## src/rtl/cu_pkg.sv

```systemverilog
// Shared types for the accumulator-core control unit:
// opcode map, ALU operation codes, sequencer states.
package cu_pkg;

  localparam int WAIT_W = 8;

  typedef enum logic [3:0] {
    OP_NOP = 4'h0,
    OP_LDA = 4'h1,
    OP_STA = 4'h2,
    OP_ADD = 4'h3,
    OP_SUB = 4'h4,
    OP_JMP = 4'h5,
    OP_JZ  = 4'h6,
    OP_HLT = 4'h7
  } opcode_t;

  typedef enum logic [1:0] {
    ALU_PASS = 2'd0,
    ALU_ADD  = 2'd1,
    ALU_SUB  = 2'd2,
    ALU_RSVD = 2'd3
  } aluop_t;

  typedef enum logic [2:0] {
    S_IDLE,
    S_FETCH_A,
    S_FETCH_D,
    S_DECODE,
    S_MEM_RD,
    S_MEM_WR,
    S_HALT
  } state_t;

  function automatic aluop_t alu_of(input opcode_t op);
    aluop_t r;
    r = ALU_PASS;
    if (op == OP_ADD) r = ALU_ADD;
    if (op == OP_SUB) r = ALU_SUB;
    return r;
  endfunction

endpackage

```

## src/rtl/cu_wait_timer.sv

```systemverilog
// Memory wait-state counter; flags timeout once the
// count reaches MAX_WAIT while still waiting.
module cu_wait_timer
  import cu_pkg::*;
#(
  parameter int MAX_WAIT = 15
) (
  input  logic i_clk,
  input  logic i_rst_n,
  input  logic i_clr,
  input  logic i_en,
  output logic o_timeout
);

  localparam logic [WAIT_W-1:0] LIMIT = WAIT_W'(MAX_WAIT);

  logic [WAIT_W-1:0] r_cnt;

  always_ff @(posedge i_clk or negedge i_rst_n) begin
    if (!i_rst_n) begin
      r_cnt <= '0;
    end else if (i_clr) begin
      r_cnt <= '0;
    end else if (i_en && (r_cnt != '1)) begin
      r_cnt <= r_cnt + 1'b1;
    end
  end

  assign o_timeout = (r_cnt >= LIMIT);

endmodule

```

## src/rtl/control_unit.sv

```systemverilog
// Fetch/decode/execute sequencer for the accumulator datapath
// with memory wait states and a bus-timeout watchdog.
module control_unit
  import cu_pkg::*;
#(
  parameter int MAX_WAIT = 15
) (
  input  logic       Clock,
  input  logic       nReset,
  input  logic [3:0] Opcode,
  input  logic       Zflag,
  input  logic       MemReady,
  output logic       SelInc,
  output logic       LoadPC,
  output logic       LoadIR,
  output logic       LoadMAR,
  output logic       LoadAcc,
  output logic [1:0] AluOp,
  output logic       TrisOperand,
  output logic       TrisPC,
  output logic       TrisAcc,
  output logic       TrisMem,
  output logic       WriteMem,
  output logic       IllegalOp,
  output logic       Halted,
  output logic       BusError
);

  state_t  r_state;
  logic    r_buserr;
  opcode_t w_opc;
  logic    w_data;
  logic    w_timeout;
  logic    w_abort;

  assign w_opc = opcode_t'(Opcode);

  assign w_data = (r_state == S_FETCH_D) ||
                  (r_state == S_MEM_RD)  ||
                  (r_state == S_MEM_WR);

  assign w_abort = w_data && !MemReady && w_timeout;

  // Held clear outside data phases, so each phase starts at zero.
  cu_wait_timer #(
    .MAX_WAIT(MAX_WAIT)
  ) u_timer (
    .i_clk    (Clock),
    .i_rst_n  (nReset),
    .i_clr    (!w_data),
    .i_en     (w_data && !MemReady),
    .o_timeout(w_timeout)
  );

  always_ff @(posedge Clock or negedge nReset) begin
    if (!nReset) begin
      r_state  <= S_IDLE;
      r_buserr <= 1'b0;
    end else if (w_abort) begin
      r_state  <= S_HALT;
      r_buserr <= 1'b1;
    end else begin
      case (r_state)
        S_IDLE:    r_state <= S_FETCH_A;
        S_FETCH_A: r_state <= S_FETCH_D;
        S_FETCH_D: if (MemReady) r_state <= S_DECODE;
        S_DECODE: begin
          case (w_opc)
            OP_LDA,
            OP_ADD,
            OP_SUB:  r_state <= S_MEM_RD;
            OP_STA:  r_state <= S_MEM_WR;
            OP_HLT:  r_state <= S_HALT;
            default: r_state <= S_FETCH_A;
          endcase
        end
        S_MEM_RD,
        S_MEM_WR:  if (MemReady) r_state <= S_FETCH_A;
        S_HALT:    r_state <= S_HALT;
        default:   r_state <= S_IDLE;
      endcase
    end
  end

  always_comb begin
    SelInc      = 1'b0;
    LoadPC      = 1'b0;
    LoadIR      = 1'b0;
    LoadMAR     = 1'b0;
    LoadAcc     = 1'b0;
    AluOp       = ALU_PASS;
    TrisOperand = 1'b0;
    TrisPC      = 1'b0;
    TrisAcc     = 1'b0;
    TrisMem     = 1'b0;
    WriteMem    = 1'b0;
    IllegalOp   = 1'b0;
    Halted      = 1'b0;
    BusError    = r_buserr;
    case (r_state)
      S_FETCH_A: begin
        TrisPC  = 1'b1;
        LoadMAR = 1'b1;
      end
      S_FETCH_D: begin
        TrisMem = 1'b1;
        LoadIR  = MemReady;
        LoadPC  = MemReady;
        SelInc  = MemReady;
      end
      S_DECODE: begin
        case (w_opc)
          OP_LDA, OP_ADD, OP_SUB, OP_STA: begin
            TrisOperand = 1'b1;
            LoadMAR     = 1'b1;
          end
          OP_JMP: begin
            TrisOperand = 1'b1;
            LoadPC      = 1'b1;
          end
          OP_JZ: begin
            TrisOperand = Zflag;
            LoadPC      = Zflag;
          end
          OP_NOP, OP_HLT: ;
          default: IllegalOp = 1'b1;
        endcase
      end
      S_MEM_RD: begin
        TrisMem = 1'b1;
        LoadAcc = MemReady;
        if (MemReady) AluOp = alu_of(w_opc);
      end
      S_MEM_WR: begin
        TrisAcc  = 1'b1;
        WriteMem = 1'b1;
      end
      S_HALT:  Halted = 1'b1;
      default: ;
    endcase
  end

endmodule

```

## config.mk

```make
export PLATFORM = sky130hd
export DESIGN_NAME = control_unit
export DESIGN_NICKNAME = d
export VERILOG_FILES = /design/src/rtl/cu_pkg.sv /design/src/rtl/cu_wait_timer.sv /design/src/rtl/control_unit.sv
export SDC_FILE = /design/constraint.sdc
export NUM_CORES = 1
export LEC_CHECK = 0
export ABC_AREA = 1
export BUFFER_PORTS_ARGS = -buffer_cell sky130_fd_sc_hd__buf_2
export CORE_MARGIN = 3
export CORE_UTILIZATION = 40
export DETAILED_ROUTE_END_ITERATION = 8
export PLACE_DENSITY = 0.67
export RECOVER_POWER = 50
export SYNTH_ARGS = -nofsm -noshare
export SYNTH_HDL_FRONTEND = slang
export SYNTH_SLANG_ARGS = --single-unit
```

## constraint.sdc

```tcl
create_clock -name Clock -period 1.2 [get_ports Clock]
set_input_delay 0.24 -clock Clock [delete_from_list [all_inputs] [get_ports Clock]]
set_output_delay 0.24 -clock Clock [all_outputs]
set_load 0.005 [all_outputs]
```

== Yosys cells after proc, flatten, opt, wreduce, memory -nomap -nowiden ==
Cells that the tools add are included.

* Input port bits: 8
* Output and inout port bits: 15
* Register bits: 12

* Equality and inequality tests: 17
* Multiplexer cells: 25
* Magnitude comparators: 1
* Reduce and logical (&&, ||, !) cells: 15
* Add/subtract/negate cells: 1

{| class="wikitable"
|+ Operator list
! kind !! count
|-
| $pmux W3 S6 || 1
|-
| $eq A4 B3 Y1 const B || 4
|-
| $mux W8 || 2
|-
| $mux W1 || 11
|-
| $eq A3 B3 Y1 const B || 3
|-
| $mux W3 || 3
|-
| $pmux W3 S3 || 1
|-
| $add A8 B1 Y8 const B || 1
|-
| $eq A4 B2 Y1 const B || 2
|-
| $ge A8 B4 Y1 const B || 1
|-
| $ne A8 B8 Y1 const B || 1
|-
| $pmux W1 S2 || 4
|-
| $reduce_or A8 Y1 || 1
|-
| $eq A3 B2 Y1 const B || 2
|-
| $mux W2 || 3
|-
| $ne A3 B3 Y1 const B || 2
|-
| $reduce_or A5 Y1 || 1
|-
| $eq A4 B1 Y1 const B || 1
|-
| $logic_not A4 Y1 || 1
|-
| $reduce_or A2 Y1 || 2
|-
| $reduce_or A4 Y1 || 1
|-
| $eq A3 B1 Y1 const B || 1
|-
| $logic_and A1 B1 Y1 || 3
|-
| $logic_not A3 Y1 || 1
|-
| other kinds (5) || 6
|}

== Depth between registers and ports, before layout ==
Gate-level depths: netlist of run 1.

* Depth after elaboration: 7
* Depth in mapped cells: 9

== Modules after synthesis ==
A second synthesis of run 1 with hierarchy kept.

* Cell total of the unflattened synthesis: 149
* Area, all modules: 922.1 µm²

{| class="wikitable"
|+ Modules (own cells, without submodules)
! module !! cells an instance !! times used !! area each (µm²)
|-
| cu_wait_timer || 78 || 1 || 513.0
|-
| control_unit || 71 || 1 || 409.1
|}

== Worst setup path before layout of run 1 ==
No wires, ideal clock.

* Path type: register to output
* From: register r_state[1]
* To: output AluOp[0]
* Arrival time: 1115 ps
* Stages on the path, launching flop included: 6
* Path buffers: 0
* Slack: -155 ps
* Path through: dfrtp_1 inv_2 nand2_4 nor3_1 inv_1 nor4_1

* Longest elaborated chain between the ends: 2

{| class="wikitable"
|+ RTL lines
! what !! line !! text
|-
| from (decl) || control_unit.sv:29 || <nowiki>state_t r_state;</nowiki>
|-
| from (signal assigned) || control_unit.sv:57 || <nowiki>r_state <= S_IDLE;</nowiki>
|-
| from (signal assigned) || control_unit.sv:60 || <nowiki>r_state <= S_HALT;</nowiki>
|-
| from (signal assigned) || control_unit.sv:64 || <nowiki>S_IDLE: r_state <= S_FETCH_A;</nowiki>
|-
| $eq A3 B3 Y1 || control_unit.sv:100 || <nowiki>case (r_state)</nowiki>
|-
| $mux W2 || control_unit.sv:100 ||
|-
| to (decl) || control_unit.sv:18 || <nowiki>output logic [1:0] AluOp,</nowiki>
|}

Every way passes these cells.

== Worst setup path after layout of run 1 ==
* From: register r_state[1]
* To: output TrisOperand

* Longest elaborated chain between the ends: 2

{| class="wikitable"
|+ RTL lines
! what !! line !! text
|-
| $eq A3 B2 Y1 || control_unit.sv:100 ||
|-
| $mux W1 || control_unit.sv:100 ||
|-
| to (decl) || control_unit.sv:19 || <nowiki>output logic TrisOperand,</nowiki>
|}

Every way passes these cells.

==> results of run 1 <==
==> registers in the layout (all words and copies together) (netlist names) <==
signal and flops:
r_state 3, BusError 1, u_timer.r_cnt 8
==> critical path: stages (launching register included) <==
cell	delay, ns
sky130_fd_sc_hd__dfrtp_1	0.40
sky130_fd_sc_hd__inv_2	0.08
sky130_fd_sc_hd__buf_4	0.15
sky130_fd_sc_hd__nor2_4	0.15
sky130_fd_sc_hd__inv_2	0.06
sky130_fd_sc_hd__a31oi_1	0.17
sky130_fd_sc_hd__buf_2	0.15
==> cells by family (layout without fill, tap and decap cells) <==
| family | after synthesis | in the layout |
|---|---|---|
| AND/OR/NAND/NOR | 71 | 72 |
| buffers and inverters | 22 | 90 |
| AO/OA/AOI/OAI | 18 | 18 |
| flip-flops | 12 | 12 |
| XOR/XNOR | 4 | 4 |
| adder cells (fa/ha/maj) | 1 | 1 |
==> cells in the mapped netlist, types with 2 or more instances <==
cell / instances
sky130_fd_sc_hd__nand2_1: 31
sky130_fd_sc_hd__inv_1: 15
sky130_fd_sc_hd__nand3_1: 13
sky130_fd_sc_hd__dfrtp_1: 12
sky130_fd_sc_hd__nor2_1: 12
sky130_fd_sc_hd__a21oi_1: 6
sky130_fd_sc_hd__o21ai_0: 4
sky130_fd_sc_hd__o21ai_1: 4
sky130_fd_sc_hd__inv_2: 3
sky130_fd_sc_hd__nand2_2: 3
sky130_fd_sc_hd__nor3_1: 3
sky130_fd_sc_hd__xor2_1: 3
sky130_fd_sc_hd__a31oi_1: 2
sky130_fd_sc_hd__buf_4: 2
sky130_fd_sc_hd__nand3_2: 2
sky130_fd_sc_hd__nand3b_1: 2
sky130_fd_sc_hd__nand4_1: 2
==> final cells by class <==
class,instances,area (um2),share of cell area [%]
clock buffers,4,36.3,2.14
repair buffers,68,498,29.4
flip-flops and latches,12,303,17.9
inverters,18,77.6,4.58
well taps,27,33.8,1.99
multi-input cells,95,746,44.0
==> stage by stage <==
step / setup slack, ns / setup TNS, ns / power [mW]
after detailed placement: -0.201 / -1.74 / 1.76
after CTS: -0.385 / -5.36 / 2.58
after global routing: -0.521 / -8.99 / 3.29
after global placement: -0.116 / -0.958 / 1.74
after floorplan: -0.0947 / -0.742 / 1.18
final: -0.482 / -7.55 / 3.15
==> worst paths after layout <==
kind | startpoint | endpoint | slack, ns | depth (start not counted)
max | r_state[1]$_DFFE_PN0P_ | TrisOperand | -0.48 | 6
max in group asynchronous | nReset | r_state[2]$_DFFE_PN0P_ | 0.23 | 2
max reg2reg | u_timer.r_cnt[0]$_DFFE_PN0P_ | u_timer.r_cnt[0]$_DFFE_PN0P_ | -0.27 | 7
min reg2reg | BusError$_DFFE_PN0P_ | BusError$_DFFE_PN0P_ | 0.52 | 2
min | MemReady | r_state[2]$_DFFE_PN0P_ | 0.18 | 2
min in group asynchronous | nReset | r_state[1]$_DFFE_PN0P_ | 0.49 | 2
==> layer usage <==
layer	global-route usage (%)	part of all wire, %	up-vias
met1	27.6	36	592
li1	-	-	557
met3	4.23	6.0	25
met2	45.7	52	70
met4	12.3	5.9	0
met5	0	0	-
==> power by group <==
part	internal, mW	switching, mW
Combinational	1.04	1.17
Clock	0.185	0.156
Sequential	0.481	0.120
==> what timing repair did <==
item / in CTS / in global routing
buffers inserted: 9 / 6
pin swaps: 7 / 16
cloned: 1 / 0
hold buffers: 1 / 0
hold endpoints to repair: 12 / 0
setup endpoints to repair: 24 / 26
gates resized for setup: 41 / 30
==> run summary, run 1 <==
STA puts the critical path data arrival time at 1.44 ns. The smallest clock period supported by the final layout is computed as 1.68 ns. Once the floorplan was initialized, standard cells occupied 43.5% of the core.

The xor/xnor share of the synthesized area was 3.98%; the buffer levels on the longest clock path was 2. Summed over its instances, the top area cell type makes up 34.1% of the synthesized netlist area. The chip width came out at 52.9 um. The first global-routing pass estimated 5.03 mm of wire. The synthesized netlist net count was 137; the final setup violation count was 26. The sort of element at the start of the critical path was a flop.

The worst-case vdd ir drop was 0.00162 V. For the DRC violations left, the log shows 0. Summing all non-filler instances in the final layout gives an area of 1690 um2. For the final database, setup skew stands at 0.00321 ns. The gate count after technology mapping is 128. After detailed routing, the number of vias per cell comes to 5.55. The final hold violation count is 0.

Placeable core region: 2020 um2. In this run the power density over the cells is 1860 nW/um2. The tools report the area enclosed by the die boundary as 2800 um2. In the layout the commonest cells are sky130_fd_sc_hd__buf_4 (34), sky130_fd_sc_hd__nand2_1 (24), sky130_fd_sc_hd__buf_2 (21), sky130_fd_sc_hd__inv_1 (12), sky130_fd_sc_hd__buf_6 (11). Setup repair after global routing could not meet its margin everywhere. Classification of the worst-slack hold path: in2reg.

Max-cap violations in this run came to 0. After synthesis, flip-flops and latches occupy 34.1% of the total area. TritonCTS built the clock tree.

Clock-pin slew was measured on the worst setup and hold paths at 0.08 ns. After Yosys synthesis, and, or, nand and nor cells account for 38.1% of the synthesized area. Counting every sink on the clock net gives 12.

The fraction of the cycle the final worst path needs is 140%, and the post-layout instance count excluding filler cells is 224. Of all nets on the critical path, the largest fanout is 3. Fill cells in the final layout number 122. The number of buffers created by CTS was 3. The number of antenna diodes in the final layout is 0. Number of design-rule violations left by the first detailed-router iteration: 43. The checks that failed: setup timing.

Clock latency on the worst-skew pair, taken at its later pin, is 0.29 ns. Summing the areas of all compound-gate instances in the mapped netlist gives 11.1% of the synthesized area. The run gives 1 as the number of H-tree branching levels.

Measured against the total synthesized area, the mux share comes to 0%. After legalization and detailed placement, the total HPWL measured 1.86 mm. The largest total area in the synthesized netlist belongs to sky130_fd_sc_hd__dfrtp_1. The synthesized netlist occupies a cell area of 880 um2. The number of detailed-routing iterations run before antenna repair came out at 4. For the worst max-slew margin expressed relative to the limit, the log shows 54.8%. Number of enable-type register cells in the synthesized netlist: 0. The maximum number of pins on one net before global-route repair was 13; the slew at the pin with the worst max-slew slack was 0.678 ns. The share of flip-flops with an asynchronous set or reset was 100%. For the total grt overflow, the log shows 0. At the end of the flow the core is filled with cells to 83.8%. The logs give 0 for the antenna violation net count after detailed routing and 595 MHz for the highest attainable clock frequency. The analysis attributes to cell leakage a power of 0.883 nW. The run gives 0 as the max-slew violation count. In this run the mean area of a mapped cell was 6.87 um2. For the total wire length, the log shows 3.81 mm. The least setup slack across all paths after layout is -0.482 ns, and the number of antenna violations at the first check in global routing is 0. The total I/O pin count came out at 23. For the via count of the first global-routing pass, the log shows 1141. The flip-flop cell with the highest count after synthesis is sky130_fd_sc_hd__dfrtp_1.

Leaving out fill and tap cells, the most frequent cell in the layout is sky130_fd_sc_hd__buf_4. The number of port buffers is 22. Final hold analysis gives a worst-case slack of 0.176 ns.

The setup path with the least slack is of type reg2out. In the final layout, the share of cells above drive strength 1 is 58.4%. Combinational family with the most area after synthesis: simple AND/OR/NAND/NOR gates. The yosys synthesis warning count was 0; the required arrival time at the worst endpoint was 0.96 ns. In the global route stage, overall resource usage came out at 25.1%.

The logs give 1244 for the total via count in the routed design and 16 for the site row count. The run finished, with violations left. The chip height was 52.9 um.

Clock tree synthesis selected as its root buffer the cell sky130_fd_sc_hd__clkbuf_4. By area the synthesized netlist is led by sky130_fd_sc_hd__dfrtp_1 (34%), sky130_fd_sc_hd__nand2_1 (13%), sky130_fd_sc_hd__nand3_1 (7.4%), sky130_fd_sc_hd__inv_1 (6.4%), sky130_fd_sc_hd__nor2_1 (5.1%). The congestion estimate from routability-driven global placement came to 0.894.

The register bit total from synthesis is 12, and the post-placement cell count is 206. The number of distinct library cells after synthesis was 26. Relative to the synthesized area, the layout overhead comes to 92.6%. After detailed placement, the total cell area comes to 1250 um2. The synthesized netlist devotes 1.42% of its cell area to adder and majority cells. The number of nets in the finished design is 207, and the average routed wire per standard cell is 17.0 um. The tools report the element type at the critical path end as a primary output.
No activity file was read; power rests on OpenSTA's default activity.
==> run 2, diff against run 1 <==
Settings changed: ABC_AREA 1 to not set, PLACE_DENSITY 0.67 to 0.66.
==> run 2 against run 1 <==
  * The run still ends with setup timing left
  * Hold slack improved by 0.21 ns
  * Highest routed layer unchanged
  * Sequential cell count did not move
  * Utilization fell by 1.8 points
  * Critical path type unchanged
==> run summary, run 2 <==
Capture instance of the worst register-to-register path: r_state[0]$_DFFE_PN0P_ (was u_timer.r_cnt[0]$_DFFE_PN0P_). The area share of the leading cell type in the synthesized netlist came out at 31.6% (was 34.1%). Placeable core region: 2230 um2 (was 2020 um2). The root buffer cell is sky130_fd_sc_hd__clkbuf_4 (unchanged). Top post-synthesis cells by count: sky130_fd_sc_hd__dfrtp_1 (12), sky130_fd_sc_hd__clkbuf_1 (9), sky130_fd_sc_hd__nand2_1 (7) (was sky130_fd_sc_hd__nand2_1 (31), sky130_fd_sc_hd__inv_1 (15), sky130_fd_sc_hd__nand3_1 (13)). The setup TNS after final layout was -10.05 ns (was -7.55 ns); the flip-flop count of the largest register, all copies and words added was 8 (unchanged).

Register-to-register setup slack: -0.48 ns (was -0.27 ns). For the max-slew violation count, the log shows 0 (unchanged). The register bit total from synthesis works out to 12 (unchanged).

For the worst-case vdd ir drop, the log shows 0.00129 V (was 0.00162 V). The leakage power is 0.880 nW (was 0.883 nW), and the chip width is 54.7 um (was 52.9 um). For the number of buffers created by CTS, the log shows 3 (unchanged). The element type at the critical path end is a primary output (unchanged). The relative area change from synthesis to final layout came out at 92.9% (was 92.6%). Launch instance of the worst min-delay path: MemReady (unchanged).

The highest attainable clock frequency came out at 547 MHz (was 595 MHz). The number of filler cells placed in the layout is 112 (was 122). The run gives 0 (unchanged) as the number of max-cap violations.

Setup repair after global routing could not meet its margin everywhere. The tools report the clock latency at the later pin of the worst-skew pair as 0.28 ns (was 0.29 ns). The fraction of the mapped netlist area in adder cells was 1.32% (was 1.42%). The maximum number of pins on one net before global-route repair is 13 (unchanged).

The most common cell after layout, fill and taps aside was sky130_fd_sc_hd__buf_4 (unchanged). Antenna diode count: 0 (unchanged). The run finished, with violations left. The antenna violation net count after detailed routing is 0 (unchanged). The final weighted congestion in routability-driven placement is 0.884 (was 0.894), and the site row count is 17 (was 16). The fraction of the yosys area taken by sequential cells came out at 31.6% (was 34.1%). Flip-flop cell with the highest count after synthesis: sky130_fd_sc_hd__dfrtp_1 (unchanged). TritonCTS built the clock tree. The tools report the reg-to-reg startpoint as r_state[1]$_DFFE_PN0P_ (was u_timer.r_cnt[0]$_DFFE_PN0P_). DRC violations left: 0 (unchanged). The area taken by multi-input logic gates came out at 790 um2 (was 746 um2).

The run gives 0.385 ns (was 0.176 ns) as the worst hold margin. For the number of detailed-routing iterations run before antenna repair, the log shows 4 (unchanged). The pre-CTS setup slack was -0.340 ns (was -0.201 ns).

The slew at the pin with the worst max-slew slack came out at 0.737 ns (was 0.678 ns). The worst max-slew margin expressed relative to the limit came out at 50.9% (was 54.8%). The synthesized netlist net count is 121 (was 137).

The average vias per placed instance is 5.88 (was 5.55). The critical setup path kind is reg2out (unchanged). The global-route wire length before repair came out at 5.84 mm (was 5.03 mm). Cell count of the worst reg-to-reg path: 6 (was 7). The classification of the worst-slack hold path is in2reg (unchanged). The post-layout minimum cycle time was 1.83 ns (was 1.68 ns). The run gives 2990 um2 (was 2800 um2) as the area enclosed by the die boundary. The number of enable-type register cells in the synthesized netlist came out at 0 (unchanged). The simple-gate share of the synthesized area was 28.7% (was 38.1%).

Combinational family with the most area after synthesis: simple AND/OR/NAND/NOR gates (unchanged). The number of port buffers was 22 (unchanged). The final hold violation count was 0 (unchanged).

The tools report the combined global-route utilization of all metal layers as 27.0% (was 25.1%). The number of antenna violations at the first check in global routing was 0 (unchanged). For the final setup violation count, the log shows 26 (unchanged). The sort of element at the start of the critical path is a flop (unchanged). Layout cell share with drive strength beyond 1: 69.0% (was 58.4%). Failing checks: setup timing (unchanged). The mux share of post-synthesis cell area is 5.40% (was 0%).

The total grt overflow came out at 0 (unchanged). The synthesized area divided by synthesized cell count works out to 8.48 um2 (was 6.87 um2). The half-perimeter wire length of the detailed placement result is 2.15 mm (was 1.86 mm). The run gives 37 (was 43) as the number of design-rule violations left by the first detailed-router iteration. The top register by number of flip-flops was u_timer.r_cnt (unchanged). The share of the synthesized area in compound gates (AO/OA/AOI/OAI) is 24.0% (was 11.1%), and the number of stages on the worst hold path is 3 (was 2). The run gives 0.00310 ns (was 0.00321 ns) as the post-route clock skew. The cell type with the highest aggregate area in the netlist is sky130_fd_sc_hd__dfrtp_1 (unchanged). The power per cell area was 1620 nW/um2 (was 1860 nW/um2).

The initial core utilization is 42.5% (was 43.5%), and the area of all sequential standard cells is 303 um2 (unchanged). The total I/O pin count is 23 (unchanged). The share of flip-flops with an asynchronous set or reset was 100% (unchanged); the post-synthesis instance area was 950 um2 (was 880 um2). Least setup slack across all paths after layout: -0.628 ns (was -0.482 ns). The number of clock sinks is 12 (unchanged). Top library cells by usage in the layout, fill and taps aside: sky130_fd_sc_hd__buf_4 (40), sky130_fd_sc_hd__buf_6 (23), sky130_fd_sc_hd__buf_2 (18), sky130_fd_sc_hd__dfrtp_1 (10) (was sky130_fd_sc_hd__buf_4 (34), sky130_fd_sc_hd__nand2_1 (24), sky130_fd_sc_hd__buf_2 (21), sky130_fd_sc_hd__inv_1 (12), sky130_fd_sc_hd__buf_6 (11)). The via count of the first global-routing pass came out at 1218 (was 1141). For the number of H-tree branching levels, the log shows 1 (unchanged).

The data arrival time at the worst-slack endpoint is 1.59 ns (was 1.44 ns), and the yosys synthesis warning count is 0 (unchanged). The total wire length came out at 3.96 mm (was 3.81 mm). The fraction of the cycle the final worst path needs is 152% (was 140%), and the chip height is 54.7 um (was 52.9 um). The clock-pin slew on the worst setup and hold paths is 0.08 ns (about the same).

The maximum net fanout on the critical path is 3 (unchanged). The end point of the most critical hold path was BusError$_DFFE_PN0P_ (was r_state[2]$_DFFE_PN0P_). The average routed wire per standard cell is 18.4 um (was 17.0 um). The most frequent cell after synthesis was sky130_fd_sc_hd__dfrtp_1 (was sky130_fd_sc_hd__nand2_1). The gate count after technology mapping is 112 (was 128). The total via count in the routed design was 1264 (was 1244). Largest cells by area after synthesis: sky130_fd_sc_hd__dfrtp_1 (32%), sky130_fd_sc_hd__mux2i_1 (4.2%), sky130_fd_sc_hd__clkbuf_1 (3.6%), sky130_fd_sc_hd__o21ai_0 (3.2%), sky130_fd_sc_hd__a211oi_1 (3.2%) (was sky130_fd_sc_hd__dfrtp_1 (34%), sky130_fd_sc_hd__nand2_1 (13%), sky130_fd_sc_hd__nand3_1 (7.4%), sky130_fd_sc_hd__inv_1 (6.4%), sky130_fd_sc_hd__nor2_1 (5.1%)). The required arrival time at the worst endpoint is 0.96 ns (about the same), and the xor/xnor share of the synthesized area is 1.84% (was 3.98%). The buffer levels on the longest clock path is 2 (unchanged), and the number of nets in the finished design is 198 (was 207). The number of distinct library cells after synthesis came out at 46 (was 26).
==> run 2: cell count changes after synthesis, moves of 8 or more <==
| cell | before | now |
|---|---|---|
| sky130_fd_sc_hd__nand2_1 | 31 | 7 |
| sky130_fd_sc_hd__nand3_1 | 13 | 2 |
| sky130_fd_sc_hd__inv_1 | 15 | 5 |
| sky130_fd_sc_hd__clkbuf_1 | 0 | 9 |
| sky130_fd_sc_hd__nor2_1 | 12 | 4 |
==> run 2: how the worst max path moves through the flow <==
stage	start	to	slack [ns]	cells past startpoint
after floorplan	u_timer.r_cnt[7]$_DFFE_PN0P_	r_state[0]$_DFFE_PN0P_	-0.34	3
after global placement	u_timer.r_cnt[7]$_DFFE_PN0P_	r_state[0]$_DFFE_PN0P_	-0.32	3
after detailed placement	u_timer.r_cnt[7]$_DFFE_PN0P_	r_state[0]$_DFFE_PN0P_	-0.34	3
after CTS	r_state[2]$_DFFE_PN0P_	AluOp[0]	-0.55	4
after global routing	r_state[2]$_DFFE_PN0P_	AluOp[0]	-0.63	4
final	r_state[0]$_DFFE_PN0P_	TrisOperand	-0.63	4
==> run 2: kinds of logic (layout without fill, tap and decap cells) <==
group,count (synthesis),after routing
DFF,12,12
adders and majority gates,1,1
and+or+nand+nor,43,43
muxes,5,5
buffers and inverters,16,91
AOI/OAI and AO/OA,33,33
xor gates and xnor gates,2,2
==> run 2: layout make-up <==
| cell class | count | area share [%] |
|---|---|---|
| tap | 28 | 1.91 |
| clock buffer | 3 | 1.23 |
| sequential | 12 | 16.5 |
| timing repair buffer | 83 | 36.2 |
| multi-input combinational | 84 | 43.1 |
| inverter | 5 | 1.02 |
==> run 2: critical path, cell delays in order (launching register included) <==
cell and delay, ns:
sky130_fd_sc_hd__dfrtp_2 0.42, sky130_fd_sc_hd__buf_6 0.12, sky130_fd_sc_hd__nor4bb_1 0.43, sky130_fd_sc_hd__and3_1 0.24
sky130_fd_sc_hd__buf_2 0.11
==> run 2: metal layers <==
metal | share of wire (%) | vias to the layer above | global-route usage [%]
met5 | 0 | - | 0
met4 | 0.73 | 0 | 9.13
met3 | 7.1 | 4 | 6.54
met2 | 51 | 53 | 42.5
met1 | 41 | 634 | 35.8
li1 | - | 573 | -
==> run 2: report_power, final <==
part	internal (mW)	switching (mW)
clock	0.117	0.142
combinational	1.24	0.902
sequential	0.479	0.0922
total	1.84	1.14
==> run 2: timing repair <==
action | CTS | global route
gates resized for setup | 52 | 13
gates cloned | 1 | 0
endpoints found under the hold margin | 12 | 0
buffers inserted | 13 | 5
hold buffers | 1 | 0
pin swaps | 25 | 7
setup endpoints to repair | 26 | 26
==> run 2: metrics by stage <==
step	instances	total power [mW]	util [%]	area, um2
6_report	215	2.97	82.0	1830
5_1_grt	215	3.13	82.0	1830
4_1_cts	212	2.76	79.2	1770
3_5_place_dp	195	1.83	64.3	1440
3_3_place_gp	195	1.80	64.3	1440
2_1_floorplan	112	1.26	-	1060
==> run 3, diff against run 2 <==
Settings changed: CORE_UTILIZATION 40 to 47, GPL_TIMING_DRIVEN set to 0, PLACE_DENSITY 0.66 to 0.75.
==> run 3 against run 2 <==
  * The run still ends with setup timing left
  * Largest power group unchanged
  * Clock skew fell by 0.0026 ns
  * Combinational power is 5% lower
  * Die area down 13%
  * Non-clock buffer count is 25 lower
==> run summary, run 3 (same netlist as run 2, synthesis figures left out) <==
The run finished, with violations left. Failing checks: setup timing (unchanged). The logs give 0 (unchanged) for the total grt overflow and 0.857 (was 0.884) for the final weighted congestion in routability-driven placement. For the sequential fraction of design power, the log shows 20.1% (was 19.2%). The tools report the antenna diode count as 0 (unchanged). The most common cell after layout, fill and taps aside was sky130_fd_sc_hd__buf_6 (was sky130_fd_sc_hd__buf_4).

The critical setup path kind is reg2out (unchanged). The average vias per placed instance is 7.00 (was 5.88), and the initial core utilization is 52.2% (was 42.5%). The area enclosed by the die boundary was 2600 um2 (was 2990 um2); the final hold violation count was 0 (unchanged).

The tools report the leakage power as 0.809 nW (was 0.880 nW). The tools report the cell-internal power as 1.65 mW (was 1.84 mW). For the worst-case vdd ir drop, the log shows 0.00134 V (was 0.00129 V). The run gives 2 (unchanged) as the buffer levels on the longest clock path. For the total via count in the routed design, the log shows 1309 (was 1264). Final setup violation count: 26 (unchanged). Required arrival time at the worst endpoint: 0.96 ns (about the same).

The tools report the root buffer cell as sky130_fd_sc_hd__clkbuf_4 (unchanged). The top register by number of flip-flops was u_timer.r_cnt (unchanged). The maximum net fanout on the critical path works out to 10 (was 3).

The classification of the worst-slack hold path was in2reg (unchanged). The flip-flop count of the largest register, all copies and words added came out at 8 (unchanged). The DRC violations left came out at 0 (unchanged). The part of the total power dissipated in combinational logic came out at 70.8% (was 72.1%). The sort of element at the start of the critical path is a flop (unchanged). The fraction of the cycle the final worst path needs is 160% (was 152%).

The number of buffers created by CTS was 3 (unchanged); the number of clock sinks was 12 (unchanged). Number of antenna violations at the first check in global routing: 0 (unchanged). The tools report the capture instance of the worst register-to-register path as r_state[0]$_DFFE_PN0P_ (unchanged). The tools report the register-to-register setup slack as -0.51 ns (was -0.48 ns). Worst setup path endpoint: TrisOperand (unchanged). The final design area excluding fillers came out at 1720 um2 (was 1830 um2). The chip width was 51.0 um (was 54.7 um). The run gives 4.79 mm (was 3.96 mm) as the total wire length. The clock latency at the later pin of the worst-skew pair is 0.29 ns (was 0.28 ns), and the placeable core region is 1820 um2 (was 2230 um2).

The number of nets in the finished design was 173 (was 198); the average routed wire per standard cell was 25.6 um (was 18.4 um). The highest attainable clock frequency is 522 MHz (was 547 MHz), and the number of max-cap violations is 0 (unchanged). The run gives 1 (unchanged) as the number of H-tree branching levels. The number of port buffers came out at 20 (was 22).

The run gives 5.35 mm (was 5.84 mm) as the global-route wire length before repair. The tools report the maximum number of pins on one net before global-route repair as 13 (unchanged). The cell count of the worst reg-to-reg path was 3 (was 6); the number of design-rule violations left by the first detailed-router iteration was 107 (was 37). Setup repair after global routing could not meet its margin everywhere. The site row count was 15 (was 17). The slowest cell on the critical path is sky130_fd_sc_hd__dfrtp_1 (was sky130_fd_sc_hd__nor4bb_1).

The setup TNS after final layout was -11.33 ns (was -10.05 ns). For the total I/O pin count, the log shows 23 (unchanged). Combined global-route utilization of all metal layers: 27.4% (was 27.0%).

Top library cells by usage in the layout, fill and taps aside: sky130_fd_sc_hd__buf_6 (22), sky130_fd_sc_hd__buf_2 (13), sky130_fd_sc_hd__buf_4 (12), sky130_fd_sc_hd__dfrtp_1 (10), sky130_fd_sc_hd__clkbuf_4 (5) (was sky130_fd_sc_hd__buf_4 (40), sky130_fd_sc_hd__buf_6 (23), sky130_fd_sc_hd__buf_2 (18), sky130_fd_sc_hd__dfrtp_1 (10)). The power per cell area works out to 1680 nW/um2 (was 1620 nW/um2). For the clock network fraction of design power, the log shows 9.1% (was 8.7%). The share of total power consumed by net switching is 42.7% (was 38.2%), and the post-layout minimum cycle time is 1.91 ns (was 1.83 ns). The max-slew violation count came out at 0 (unchanged).

Largest stage delay on the critical path: 0.47 ns (was 0.43 ns). The number of detailed-routing iterations run before antenna repair was 5 (was 4); the worst max-slew margin expressed relative to the limit was 49.7% (was 50.9%). The tools report the least setup slack across all paths after layout as -0.715 ns (was -0.628 ns). The slew at the pin with the worst max-slew slack came out at 0.755 ns (was 0.737 ns). Utilization after layout: 94.3% (was 82.0%). The relative area change from synthesis to final layout works out to 80.8% (was 92.9%). The half-perimeter wire length of the detailed placement result was 1.76 mm (was 2.15 mm).

The tools report the element type at the critical path end as a primary output (unchanged). The tools report the via count of the first global-routing pass as 1078 (was 1218). The reg-to-reg startpoint was u_timer.r_cnt[4]$_DFFE_PN0P_ (was r_state[1]$_DFFE_PN0P_). Origin of the worst setup path: r_state[1]$_DFFE_PN0P_ (was r_state[0]$_DFFE_PN0P_). The clock-pin slew on the worst setup and hold paths was 0.07 ns (was 0.08 ns). The net switching power of the design was 1.23 mW (was 1.14 mW); the antenna violation net count after detailed routing was 0 (unchanged). Layout cell share with drive strength beyond 1: 61.7% (was 69.0%). For the instance area after placement, the log shows 1190 um2 (was 1440 um2).

TritonCTS built the clock tree. Crit-path cells: clkbuf_4 > nor4bb_4 > and3_1 > buf_2 (was buf_6 > nor4bb_1 > and3_1 > buf_2). The post-route clock skew was 0.000471 ns (was 0.00310 ns); the chip height was 51.0 um (was 54.7 um). The data arrival time at the worst-slack endpoint came out at 1.67 ns (was 1.59 ns).
## run 3: changes by cell type in the layout (fill, tap and decap cells not counted), sizes merged
cell / previous run / this run
buf: 81 / 50
clkbuf: 4 / 10
## run 3: area by class of cell
class / count / area, um2
Buffer: 10 / 105
Clock buffer: 3 / 22.5
Fill cell: 45 / 104
Inverter: 5 / 21.3
Multi-Input combinational cell: 84 / 820
Sequential cell: 12 / 303
Tap cell: 25 / 31.3
Timing Repair Buffer: 48 / 414
## run 3: metal layers
metal / global-route usage [%] / vias to the layer above / routed length (um)
li1: - / 520 / -
met1: 37.1 / 616 / 1750
met2: 42.5 / 133 / 2210
met3: 8.75 / 40 / 560
met4: 5.83 / 0 / 268
met5: 0 / - / 0
## run 3: critical path, delay by kind of cell, from the launching register on
kind / cells / cell delay, ns
flip-flops: 1 / 0.47
AND/OR/NAND/NOR: 2 / 0.49
buffers and inverters: 2 / 0.42
## run 3: worst min path at each step
stage | from | endpoint | slack (ns) | cells past startpoint
after floorplan | nReset | BusError$_DFFE_PN0P_ | -0.06 | 0
final | Opcode[0] | r_state[2]$_DFFE_PN0P_ | 0.45 | 3
after CTS | MemReady | BusError$_DFFE_PN0P_ | 0.35 | 2
after detailed placement | nReset | u_timer.r_cnt[6]$_DFFE_PN0P_ | 0.14 | 1
after global routing | Opcode[0] | r_state[2]$_DFFE_PN0P_ | 0.45 | 3
after global placement | nReset | u_timer.r_cnt[6]$_DFFE_PN0P_ | 0.13 | 1
## run 3: repair_timing
item,4_1_cts,5_1_grt
hold buffers,1,0
setup endpoints to repair,26,26
cloned,0,1
gates resized for setup,34,42
hold endpoints to repair,12,0
pin swaps,17,16
buffers inserted,19,10
## run 3: power by group through the flow
stage	clock network [mW]	registers [mW]	logic, mW
floorplan	0	0.535	0.722
global placement	0	0.548	0.953
detailed placement	0	0.553	0.976
CTS	0.255	0.534	1.37
global route	0.276	0.573	2.12
finish	0.263	0.577	2.04
## run 3: per-stage QoR
stage | hold slack (ns) | power [mW] | setup WS (ns) | instances
after floorplan | -0.0556 | 1.26 | -0.343 | 112
after global placement | 0.129 | 1.50 | -0.424 | 157
after detailed placement | 0.136 | 1.53 | -0.443 | 157
after CTS | 0.351 | 2.16 | -0.603 | 180
after global routing | 0.452 | 2.97 | -0.752 | 187
final | 0.451 | 2.88 | -0.715 | 187
